## src/rtl/mux_rr_reg_pkg.sv

```systemverilog
// Shared constants and helpers for the registered round-robin / fixed-select mux.
package mux_rr_reg_pkg;

    localparam logic MUX_MODE_FIXED = 1'b0;
    localparam logic MUX_MODE_RR    = 1'b1;

    // Successor of a channel index with wrap at n-1.
    function automatic int next_idx(input int idx, input int n);
        return (idx == n - 1) ? 0 : idx + 1;
    endfunction

endpackage

```

## src/rtl/mux_rr_reg_if.sv

```systemverilog
// Producer-side and consumer-side handshake bundle of mux_rr_reg.
interface mux_rr_reg_if #(
    parameter int WIDTH = 2,
    parameter int N     = 2,
    parameter int SELW  = 1
);
    logic                 mode;
    logic [SELW-1:0]      sel;
    logic [N*WIDTH-1:0]   in_data;
    logic [N-1:0]         in_valid;
    logic [N-1:0]         in_ready;
    logic [WIDTH-1:0]     out_data;
    logic [SELW-1:0]      out_chan;
    logic                 out_valid;
    logic                 out_ready;

    modport master (
        output mode, sel, in_data, in_valid, out_ready,
        input  in_ready, out_data, out_chan, out_valid
    );

    modport slave (
        input  mode, sel, in_data, in_valid, out_ready,
        output in_ready, out_data, out_chan, out_valid
    );
endinterface

```

## src/rtl/mux_rr_reg_rr_arbiter.sv

```systemverilog
// Combinational round-robin picker: first requester at or after ptr, wrapping to 0.
module mux_rr_reg_rr_arbiter #(
    parameter int N    = 2,
    parameter int SELW = 1
) (
    input  logic [N-1:0]    req,
    input  logic [SELW-1:0] ptr,
    output logic            grant_valid,
    output logic [SELW-1:0] grant_idx
);
    // Pass one covers ptr..N-1; pass two only matters when pass one found nothing,
    // so it yields the lowest requester below ptr.
    always_comb begin
        grant_valid = 1'b0;
        grant_idx   = '0;
        for (int i = 0; i < N; i++) begin
            if (!grant_valid && req[i] && (SELW'(i) >= ptr)) begin
                grant_valid = 1'b1;
                grant_idx   = SELW'(i);
            end
        end
        for (int i = 0; i < N; i++) begin
            if (!grant_valid && req[i]) begin
                grant_valid = 1'b1;
                grant_idx   = SELW'(i);
            end
        end
    end
endmodule

```

## src/rtl/mux_rr_reg.sv

```systemverilog
// N-channel mux with fixed-select or round-robin grant into a single-entry output register.
module mux_rr_reg
    import mux_rr_reg_pkg::*;
#(
    parameter int WIDTH = 2,
    parameter int N     = 2,
    parameter int SELW  = 1
) (
    input  logic          clk,
    input  logic          rst,
    mux_rr_reg_if.slave   bus
);
    logic [SELW-1:0]  ptr;
    logic             rr_valid;
    logic [SELW-1:0]  rr_idx;
    logic             fix_valid;
    logic             g_valid;
    logic [SELW-1:0]  g_idx;
    logic             g_req;
    logic [WIDTH-1:0] g_data;
    logic             can_accept;
    logic             xfer;

    mux_rr_reg_rr_arbiter #(.N(N), .SELW(SELW)) u_arb (
        .req         (bus.in_valid),
        .ptr         (ptr),
        .grant_valid (rr_valid),
        .grant_idx   (rr_idx)
    );

    assign fix_valid  = int'(bus.sel) < N;
    assign g_valid    = (bus.mode == MUX_MODE_RR) ? rr_valid : fix_valid;
    assign g_idx      = (bus.mode == MUX_MODE_RR) ? rr_idx   : bus.sel;
    assign can_accept = !bus.out_valid || bus.out_ready;

    always_comb begin
        g_req  = 1'b0;
        g_data = '0;
        for (int i = 0; i < N; i++) begin
            if (g_idx == SELW'(i)) begin
                g_req  = bus.in_valid[i];
                g_data = bus.in_data[i*WIDTH +: WIDTH];
            end
        end
    end

    // Ready follows the grant, not valid, so fixed mode can show ready on an idle channel.
    always_comb begin
        bus.in_ready = '0;
        for (int i = 0; i < N; i++) begin
            bus.in_ready[i] = g_valid && (g_idx == SELW'(i)) && can_accept && !rst;
        end
    end

    assign xfer = g_valid && g_req && can_accept;

    always_ff @(posedge clk or posedge rst) begin
        if (rst) begin
            bus.out_valid <= 1'b0;
            bus.out_data  <= '0;
            bus.out_chan  <= '0;
            ptr           <= '0;
        end else begin
            if (xfer) begin
                bus.out_valid <= 1'b1;
                bus.out_data  <= g_data;
                bus.out_chan  <= g_idx;
            end else if (bus.out_ready) begin
                bus.out_valid <= 1'b0;
            end
            if (xfer && bus.mode == MUX_MODE_RR) begin
                ptr <= SELW'(next_idx(int'(g_idx), N));
            end
        end
    end
endmodule
```

## src/flat_wrapper.sv

```systemverilog
// flat-port wrapper written by rule: the top's interface ports become plain ports
module mux_rr_reg_flat import mux_rr_reg_pkg::*;
#(
    parameter int WIDTH = 2,
    parameter int N     = 2,
    parameter int SELW  = 1
)
  (clk, rst, bus_mode, bus_sel, bus_in_data, bus_in_valid, bus_out_ready, bus_in_ready, bus_out_data, bus_out_chan, bus_out_valid);
  mux_rr_reg_if #(.WIDTH(WIDTH), .N(N), .SELW(SELW)) bus_i ();
  input  logic clk;
  input  logic rst;
  input wire logic [$bits(bus_i.mode)-1:0] bus_mode;
  input wire logic [$bits(bus_i.sel)-1:0] bus_sel;
  input wire logic [$bits(bus_i.in_data)-1:0] bus_in_data;
  input wire logic [$bits(bus_i.in_valid)-1:0] bus_in_valid;
  input wire logic [$bits(bus_i.out_ready)-1:0] bus_out_ready;
  output wire logic [$bits(bus_i.in_ready)-1:0] bus_in_ready;
  output wire logic [$bits(bus_i.out_data)-1:0] bus_out_data;
  output wire logic [$bits(bus_i.out_chan)-1:0] bus_out_chan;
  output wire logic [$bits(bus_i.out_valid)-1:0] bus_out_valid;
  assign bus_i.mode = bus_mode;
  assign bus_i.sel = bus_sel;
  assign bus_i.in_data = bus_in_data;
  assign bus_i.in_valid = bus_in_valid;
  assign bus_i.out_ready = bus_out_ready;
  assign bus_in_ready = bus_i.in_ready;
  assign bus_out_data = bus_i.out_data;
  assign bus_out_chan = bus_i.out_chan;
  assign bus_out_valid = bus_i.out_valid;
  mux_rr_reg #(.WIDTH(WIDTH), .N(N), .SELW(SELW)) u_core (.clk(clk), .rst(rst), .bus(bus_i));
endmodule
```

## config.mk

```make
export PLATFORM = sky130hd
export DESIGN_NAME = mux_rr_reg_flat
export DESIGN_NICKNAME = d
export VERILOG_FILES = /design/src/rtl/mux_rr_reg_pkg.sv /design/src/rtl/mux_rr_reg_if.sv /design/src/rtl/mux_rr_reg_rr_arbiter.sv /design/src/rtl/mux_rr_reg.sv /design/src/flat_wrapper.sv
export SDC_FILE = /design/constraint.sdc
export NUM_CORES = 1
export LEC_CHECK = 0
export ABC_AREA = 1
export CORE_AREA = 2 2 39 41
export DETAILED_ROUTE_END_ITERATION = 12
export DIE_AREA = 0 0 41 43
export PLACE_DENSITY_LB_ADDON = 0.15
export SYNTH_ARGS = -nofsm -noshare
export SYNTH_HDL_FRONTEND = slang
export SYNTH_HIERARCHICAL = 1
export SYNTH_SLANG_ARGS = --single-unit
```

## constraint.sdc

```tcl
create_clock -name clk -period 1.59 [get_ports clk]
set_input_delay 0.477 -clock clk [delete_from_list [all_inputs] [get_ports clk]]
set_output_delay 0.477 -clock clk [all_outputs]
set_load 0.02 [all_outputs]
```

After elaboration in Yosys (flattened, before gate mapping). Cells that the tools add are included.

Register bits after elaboration: 5. Input bits: 11. Output and inout bits: 6. Word-level logic and storage cells: 43.

Add/subtract/negate cells: 1. $lt $le $gt $ge: 2. Muxes and demuxes: 14. Bitwise logic cells: 1. Reductions and logical operators: 21.

Operators by type and width (count): $logic_and A1 B1 Y1 (14); $mux W1 (13); $logic_not A1 Y1 (5); $ge A1 B1 Y1 const A (2); $mux W2 (1); $reduce_bool A2 Y1 (1); $add A1 B1 Y1 const B (1); $logic_or A1 B1 Y1 (1); $not A1 Y1 (1).

Depth between registers and ports, before layout.
Word-level depth: 18. Depth in mapped cells: 10. Gate-level depth less buffers: 10.

Cells and area by module. Netlist, hierarchy kept.

By module, submodules not included: mux_rr_reg (instances 1, cells each 50, area an instance 355.3 µm², seq. area each 125.1 µm²); mux_rr_reg_rr_arbiter (instances 1, cells each 4, area an instance 18.8 µm², seq. area each 0.0 µm²).

Worst setup path before layout. No wires, ideal clock.

Path kind: input to output. From: input port bus_in_valid[1]. To: output port bus_in_ready[1]. Arrival: 1.197 ns. Required time: 1.113 ns. Slack: -0.084 ns. Cell stages on the path: 6. Path buffers: 0. Cells stage by stage: inv_1 a21oi_1 nand2_2 nand2_2 nand3_1 nor2_1.

Word-level cells in the longest chain between the ends: 13. Elaborated cells on any way between the ends: 17. Those cells by class: 8 x mux; 9 x reduce/logical.

Ends and longest elaborated chain: start: declaration (line flat_wrapper.sv:15) `input wire logic [$bits(bus_i.in_valid)-1:0] bus_in_valid;`; $logic_and A1 B1 Y1 (2 in a row) (line mux_rr_reg_rr_arbiter.sv:17) `if (!grant_valid && req[i] && (SELW'(i) >= ptr)) begin`; $mux W1 (line mux_rr_reg_rr_arbiter.sv:17); $logic_not A1 Y1 (line mux_rr_reg_rr_arbiter.sv:23) `if (!grant_valid && req[i]) begin`; $logic_and A1 B1 Y1 (line mux_rr_reg_rr_arbiter.sv:23); $mux W1 (line mux_rr_reg_rr_arbiter.sv:23); $logic_not A1 Y1 (line mux_rr_reg_rr_arbiter.sv:23); $logic_and A1 B1 Y1 (line mux_rr_reg_rr_arbiter.sv:23); $mux W1 (*) (line mux_rr_reg_rr_arbiter.sv:23); net u_core.rr_idx (line mux_rr_reg.sv:15) `logic [SELW-1:0] rr_idx;`; $mux W1 (*) (line mux_rr_reg.sv:33) `assign g_idx = (bus.mode == MUX_MODE_RR) ? rr_idx : bus.sel;`; $logic_and A1 B1 Y1 (*) (3 in a row) (line mux_rr_reg.sv:51) `bus.in_ready[i] = g_valid && (g_idx == SELW'(i)) && can_accept && !rst;`; end: declaration (line flat_wrapper.sv:17) `output wire logic [$bits(bus_i.in_ready)-1:0] bus_in_ready;`.

Mark *: on every way through the listed nets, which the timed path passes. The rest lies on a longest branch.

Worst setup path after layout.
From: register u_core.ptr. To: output port bus_in_ready[1].

Word-level cells in the longest chain between the ends: 17. Elaborated cells on any way between the ends: 22. Those cells by class: 2 x order compare; 9 x mux; 11 x reduce/logical.

Ends and longest elaborated chain: start: declaration (line mux_rr_reg.sv:13) `logic [SELW-1:0] ptr;`; start signal: assignment (line mux_rr_reg.sv:72) `ptr <= SELW'(next_idx(int'(g_idx), N));`; $ge A1 B1 Y1 (line mux_rr_reg_rr_arbiter.sv:17); $logic_and A1 B1 Y1 (line mux_rr_reg_rr_arbiter.sv:17); $mux W1 (line mux_rr_reg_rr_arbiter.sv:17); $logic_not A1 Y1 (line mux_rr_reg_rr_arbiter.sv:17); $logic_and A1 B1 Y1 (2 in a row) (line mux_rr_reg_rr_arbiter.sv:17); $mux W1 (line mux_rr_reg_rr_arbiter.sv:17); $logic_not A1 Y1 (line mux_rr_reg_rr_arbiter.sv:23); $logic_and A1 B1 Y1 (line mux_rr_reg_rr_arbiter.sv:23); $mux W1 (line mux_rr_reg_rr_arbiter.sv:23); $logic_not A1 Y1 (line mux_rr_reg_rr_arbiter.sv:23); $logic_and A1 B1 Y1 (line mux_rr_reg_rr_arbiter.sv:23); $mux W1 (*) (line mux_rr_reg_rr_arbiter.sv:23); net u_core.rr_idx (line mux_rr_reg.sv:15); $mux W1 (*) (line mux_rr_reg.sv:33); $logic_and A1 B1 Y1 (*) (3 in a row) (line mux_rr_reg.sv:51).

Marks and branches as above.

==> flow_summary.html <==
<table>
<tr><th>Metric</th><th>Value</th></tr>
<tr><th colspan="2">Clock network</th></tr>
<tr><td>Clock tree buffer depth</td><td>2</td></tr>
<tr><td>Sinks on Clock Net</td><td>5</td></tr>
<tr><td>Inserted Clock Buffers</td><td>3</td></tr>
<tr><td>Clock tree from TritonCTS</td><td>yes</td></tr>
<tr><td>Worst-path clk slew</td><td>40 ps</td></tr>
<tr><td>Worst-skew pair later-pin latency</td><td>240 ps</td></tr>
<tr><td>Clock root cell</td><td>clkbuf_4</td></tr>
<tr><td>Htree depth</td><td>1</td></tr>
<tr><th colspan="2">Placed design</th></tr>
<tr><td>Global placement routability congestion</td><td>0.749</td></tr>
<tr><td>Instance area at placement</td><td>634 sq um</td></tr>
<tr><td>Pre-CTS worst setup slack</td><td>-1010 ps</td></tr>
<tr><td>Number of cells after detailed placement</td><td>96</td></tr>
<tr><td>Port Buffer Count</td><td>16</td></tr>
<tr><td>Post-detailed-placement half-perimeter wirelength</td><td>731 microns</td></tr>
<tr><th colspan="2">Critical path</th></tr>
<tr><td>Data arrival time of the critical path</td><td>1260 ps</td></tr>
<tr><td>Kind of capture point of the worst setup path</td><td>output port</td></tr>
<tr><td>Slowest CP cell</td><td>dfrtp_1</td></tr>
<tr><td>Category of the critical setup timing path</td><td>register to output port</td></tr>
<tr><td>Cell repeated most along the worst path</td><td>nand2_2</td></tr>
<tr><td>CP cell instances</td><td>inv_1 -&gt; a21oi_2 -&gt; nand2_2 -&gt; nand2_2 -&gt; nand3_2 -&gt; nor2_2 -&gt; buf_6</td></tr>
<tr><td>Required time of the critical path</td><td>1110 ps</td></tr>
<tr><td>Launch point of the worst reg-to-reg path</td><td>u_core/ptr</td></tr>
<tr><td>Maximum cell stage delay along the critical path</td><td>340 ps</td></tr>
<tr><td>Combined buffer and inverter count along the critical path</td><td>2</td></tr>
<tr><td>CP max FO</td><td>2</td></tr>
<tr><td>Critical Path Source</td><td>u_core/ptr</td></tr>
<tr><td>Kind of start point of the critical path</td><td>register</td></tr>
<tr><td>Cell family with the largest share of critical-path delay</td><td>flip-flops</td></tr>
<tr><th colspan="2">Cells and area</th></tr>
<tr><td>Diode count</td><td>0</td></tr>
<tr><td>Layout Area Growth over Synthesis</td><td>94.0%</td></tr>
<tr><td>Non-filler instance count after layout</td><td>108</td></tr>
<tr><td>Most common library cell in the layout ignoring fill and taps</td><td>buf_4</td></tr>
<tr><td>Most frequent cells in the layout</td><td>buf_4, nand2_1, nand2_2</td></tr>
<tr><td>Net total in the final layout</td><td>104</td></tr>
<tr><td>Post-route cell area</td><td>726 sq um</td></tr>
<tr><td>Post-route core utilization</td><td>0.524</td></tr>
<tr><td>Share of layout cells above drive strength 1</td><td>0.511</td></tr>
<tr><th colspan="2">GRT</th></tr>
<tr><td>Initial antenna violation count</td><td>0</td></tr>
<tr><td>Congestion Overflow GR</td><td>0</td></tr>
<tr><td>Global-route wire length before repair</td><td>1650 microns</td></tr>
<tr><td>Largest net degree at the start of global routing</td><td>8</td></tr>
<tr><td>Via count of the first global-routing pass</td><td>440</td></tr>
<tr><td>GRT Resource Usage Total</td><td>0.139</td></tr>
<tr><th colspan="2">STA</th></tr>
<tr><td>Crit path time final</td><td>1740 ps</td></tr>
<tr><td>Worst hold-check slack</td><td>462 ps</td></tr>
<tr><td>Slew @ Worst Pin</td><td>207 ps</td></tr>
<tr><td>Unrepaired setup endpoints after global routing</td><td>yes</td></tr>
<tr><td>Period utilization</td><td>1.09</td></tr>
<tr><td>Final count of hold timing violations</td><td>0</td></tr>
<tr><td>Clk_skew</td><td>3.09 ps</td></tr>
<tr><td>Final number of setup-violating endpoints</td><td>2</td></tr>
<tr><td>Slew Viols, Final</td><td>0</td></tr>
<tr><td>Max-slew headroom at the worst pin</td><td>0.862</td></tr>
<tr><td>Min setup slack post-route</td><td>-149 ps</td></tr>
<tr><td>Maximum achievable frequency</td><td>575 MHz</td></tr>
<tr><th colspan="2">Pwr</th></tr>
<tr><td>Cell Pwr Density</td><td>841 nW/um^2</td></tr>
<tr><td>Highest ir drop seen on vdd</td><td>0.000471 V</td></tr>
<tr><td>Internal Power</td><td>397 uW</td></tr>
<tr><td>Switching part of the total power</td><td>0.350</td></tr>
<tr><td>Part of the total power dissipated in the clock network</td><td>0.237</td></tr>
<tr><td>Net Sw Power</td><td>213 uW</td></tr>
<tr><td>Share of total power in sequential cells</td><td>0.292</td></tr>
<tr><td>Leakage dissipation</td><td>0.408 nW</td></tr>
<tr><td>Combinational share of power</td><td>0.471</td></tr>
<tr><th colspan="2">Synthesis</th></tr>
<tr><td>Gate Count Post-Synth</td><td>54</td></tr>
<tr><td>Synth Area in Simple Gates</td><td>0.572</td></tr>
<tr><td>Sequential cell area fraction in the yosys report</td><td>0.334</td></tr>
<tr><td>Post-synth cell types</td><td>12</td></tr>
<tr><td>Average cell area after synthesis</td><td>6.93 sq um</td></tr>
<tr><td>Total nets after synthesis</td><td>65</td></tr>
<tr><td>Flops &amp; latches, synth</td><td>5</td></tr>
<tr><td>Mux cell area share after synthesis</td><td>0</td></tr>
<tr><td>Compound-Gate Fraction of Synth Area</td><td>0.0134</td></tr>
<tr><td>Adder and majority gate portion of the synthesized area</td><td>0</td></tr>
<tr><td>Synth Warn #</td><td>6</td></tr>
<tr><td>Post-synthesis cell area</td><td>374 sq um</td></tr>
<tr><td>Xor and xnor fraction of the mapped netlist area</td><td>0</td></tr>
<tr><td>Dominant combinational cell family by area after synthesis</td><td>simple AND/OR/NAND/NOR gates</td></tr>
<tr><th colspan="2">Routing</th></tr>
<tr><td>Total length of routed wires</td><td>943 microns</td></tr>
<tr><td>Via density per instance</td><td>4.28</td></tr>
<tr><td>Violation count after the first detailed-route iteration</td><td>19</td></tr>
<tr><td>Number of vias after detailed routing</td><td>462</td></tr>
<tr><td>Count of TritonRoute iterations in the first routing pass</td><td>4</td></tr>
<tr><td>Wire length per cell</td><td>8.73 microns</td></tr>
<tr><td>Post-route antenna net violation count</td><td>0</td></tr>
<tr><td>DRC violation count after routing</td><td>0</td></tr>
<tr><th colspan="2">Status</th></tr>
<tr><td>Status</td><td>finished with violations</td></tr>
<tr><td>Violations in the final reports</td><td>setup timing</td></tr>
<tr><th colspan="2">Die</th></tr>
<tr><td>Starting Density</td><td>0.270</td></tr>
<tr><td>Num ports</td><td>17</td></tr>
<tr><td>Die Span Y</td><td>43 microns</td></tr>
<tr><td>DIE AREA</td><td>1760 sq um</td></tr>
<tr><td>Die boundary width</td><td>41 microns</td></tr>
<tr><td>Floorplan Core Area</td><td>1380 sq um</td></tr>
<tr><td>Row count</td><td>14</td></tr>
<tr><th colspan="2">Job</th></tr>
<tr><td>Maximum capacitance violations</td><td>0</td></tr>
<tr><th colspan="2">Min path</th></tr>
<tr><td>Kind of path behind the tightest hold check</td><td>register to register</td></tr>
<tr><td>Startpoint of the most critical hold path</td><td>u_core/bus.out_chan</td></tr>
</table>
## cell type report
| cell class | instances | area (sq um) |
|---|---|---|
| fillers | 144 | 658 |
| repair buffers | 34 | 282 |
| multi-input cells | 41 | 243 |
| flip-flops and latches | 5 | 125 |
| inverters | 8 | 30.0 |
| clock buffers | 4 | 26.3 |
| well taps | 16 | 20.0 |
## metrics by stage
| stage | power, mW | TNS, ps |
|---|---|---|
| CTS | 0.613 | -305 |
| detailed placement | 0.446 | -3900 |
| global route | 0.659 | -595 |
| floorplan | 0.312 | -11.6 |
| finish | 0.610 | -285 |
| global placement | 0.446 | -3820 |
## kinds of logic (layout without fill, tap and decap cells)
kind of cell,count (synthesis),after routing
AND/OR/NAND/NOR,40,40
buffers and inverters,8,46
flip-flops,5,5
AO/OA/AOI/OAI,1,1
## power by group through the flow
| stage | logic, mW | clock network (mW) | registers, mW |
|---|---|---|---|
| 2_1_floorplan | 0.0998 | 0 | 0.213 |
| 3_3_place_gp | 0.264 | 0 | 0.182 |
| 3_5_place_dp | 0.264 | 0 | 0.183 |
| 4_1_cts | 0.284 | 0.150 | 0.179 |
| 5_1_grt | 0.317 | 0.159 | 0.183 |
| 6_report | 0.287 | 0.145 | 0.178 |
## worst paths after layout
check / end / slack [ps] / depth (start not counted)
hold reg to reg: u_core/bus.out_chan / 460 / 2
setup / recovery: bus_in_ready[1] / -150 / 7
min in group asynchronous: u_core/ptr / 530 / 2
max in group asynchronous: u_core/bus.out_data[1] / 880 / 2
hold / removal: u_core/bus.out_chan / 460 / 2
setup reg to reg: u_core/ptr / 20 / 11
## synth_stat cells
cell type,n,share of area
nand3_2,2,0.054
or2_1,1,0.017
nand2_4,3,0.090
nor2_1,2,0.020
inv_1,7,0.070
dfrtp_1,5,0.33
inv_2,1,0.010
nand4_1,2,0.033
nand2_1,18,0.18
a21oi_1,1,0.013
nand3_1,7,0.094
nand2_2,5,0.084
## tightest hold or removal path, stage by stage, from the launching register on
cell	delay (ps)
dfrtp_1	330
nand2_1	50
nand2_1	40
## timing repair
item | CTS | global route
gates resized for setup | 36 | 1
hold buffers | 0 | 0
endpoints found under the setup margin | 11 | 3
pin swaps | 7 | 6
buffers inserted | 8 | 1
cloned | 0 | 0
## sequential cells by signal, summed over array words and instances, names as in the netlist
name,count
u_core/bus.out_chan,1
u_core/bus.out_data,2
u_core/bus.out_valid,1
u_core/ptr,1
## layer usage
metal | track usage | vias to the layer above | wire length [microns]
li1 | - | 247 | -
met1 | 0.170 | 199 | 401
met2 | 0.213 | 16 | 482
met3 | 0.0785 | 0 | 59
met4 | 0.0200 | 0 | 0
met5 | 0 | - | 0
No activity file was read; power rests on OpenSTA's default activity.
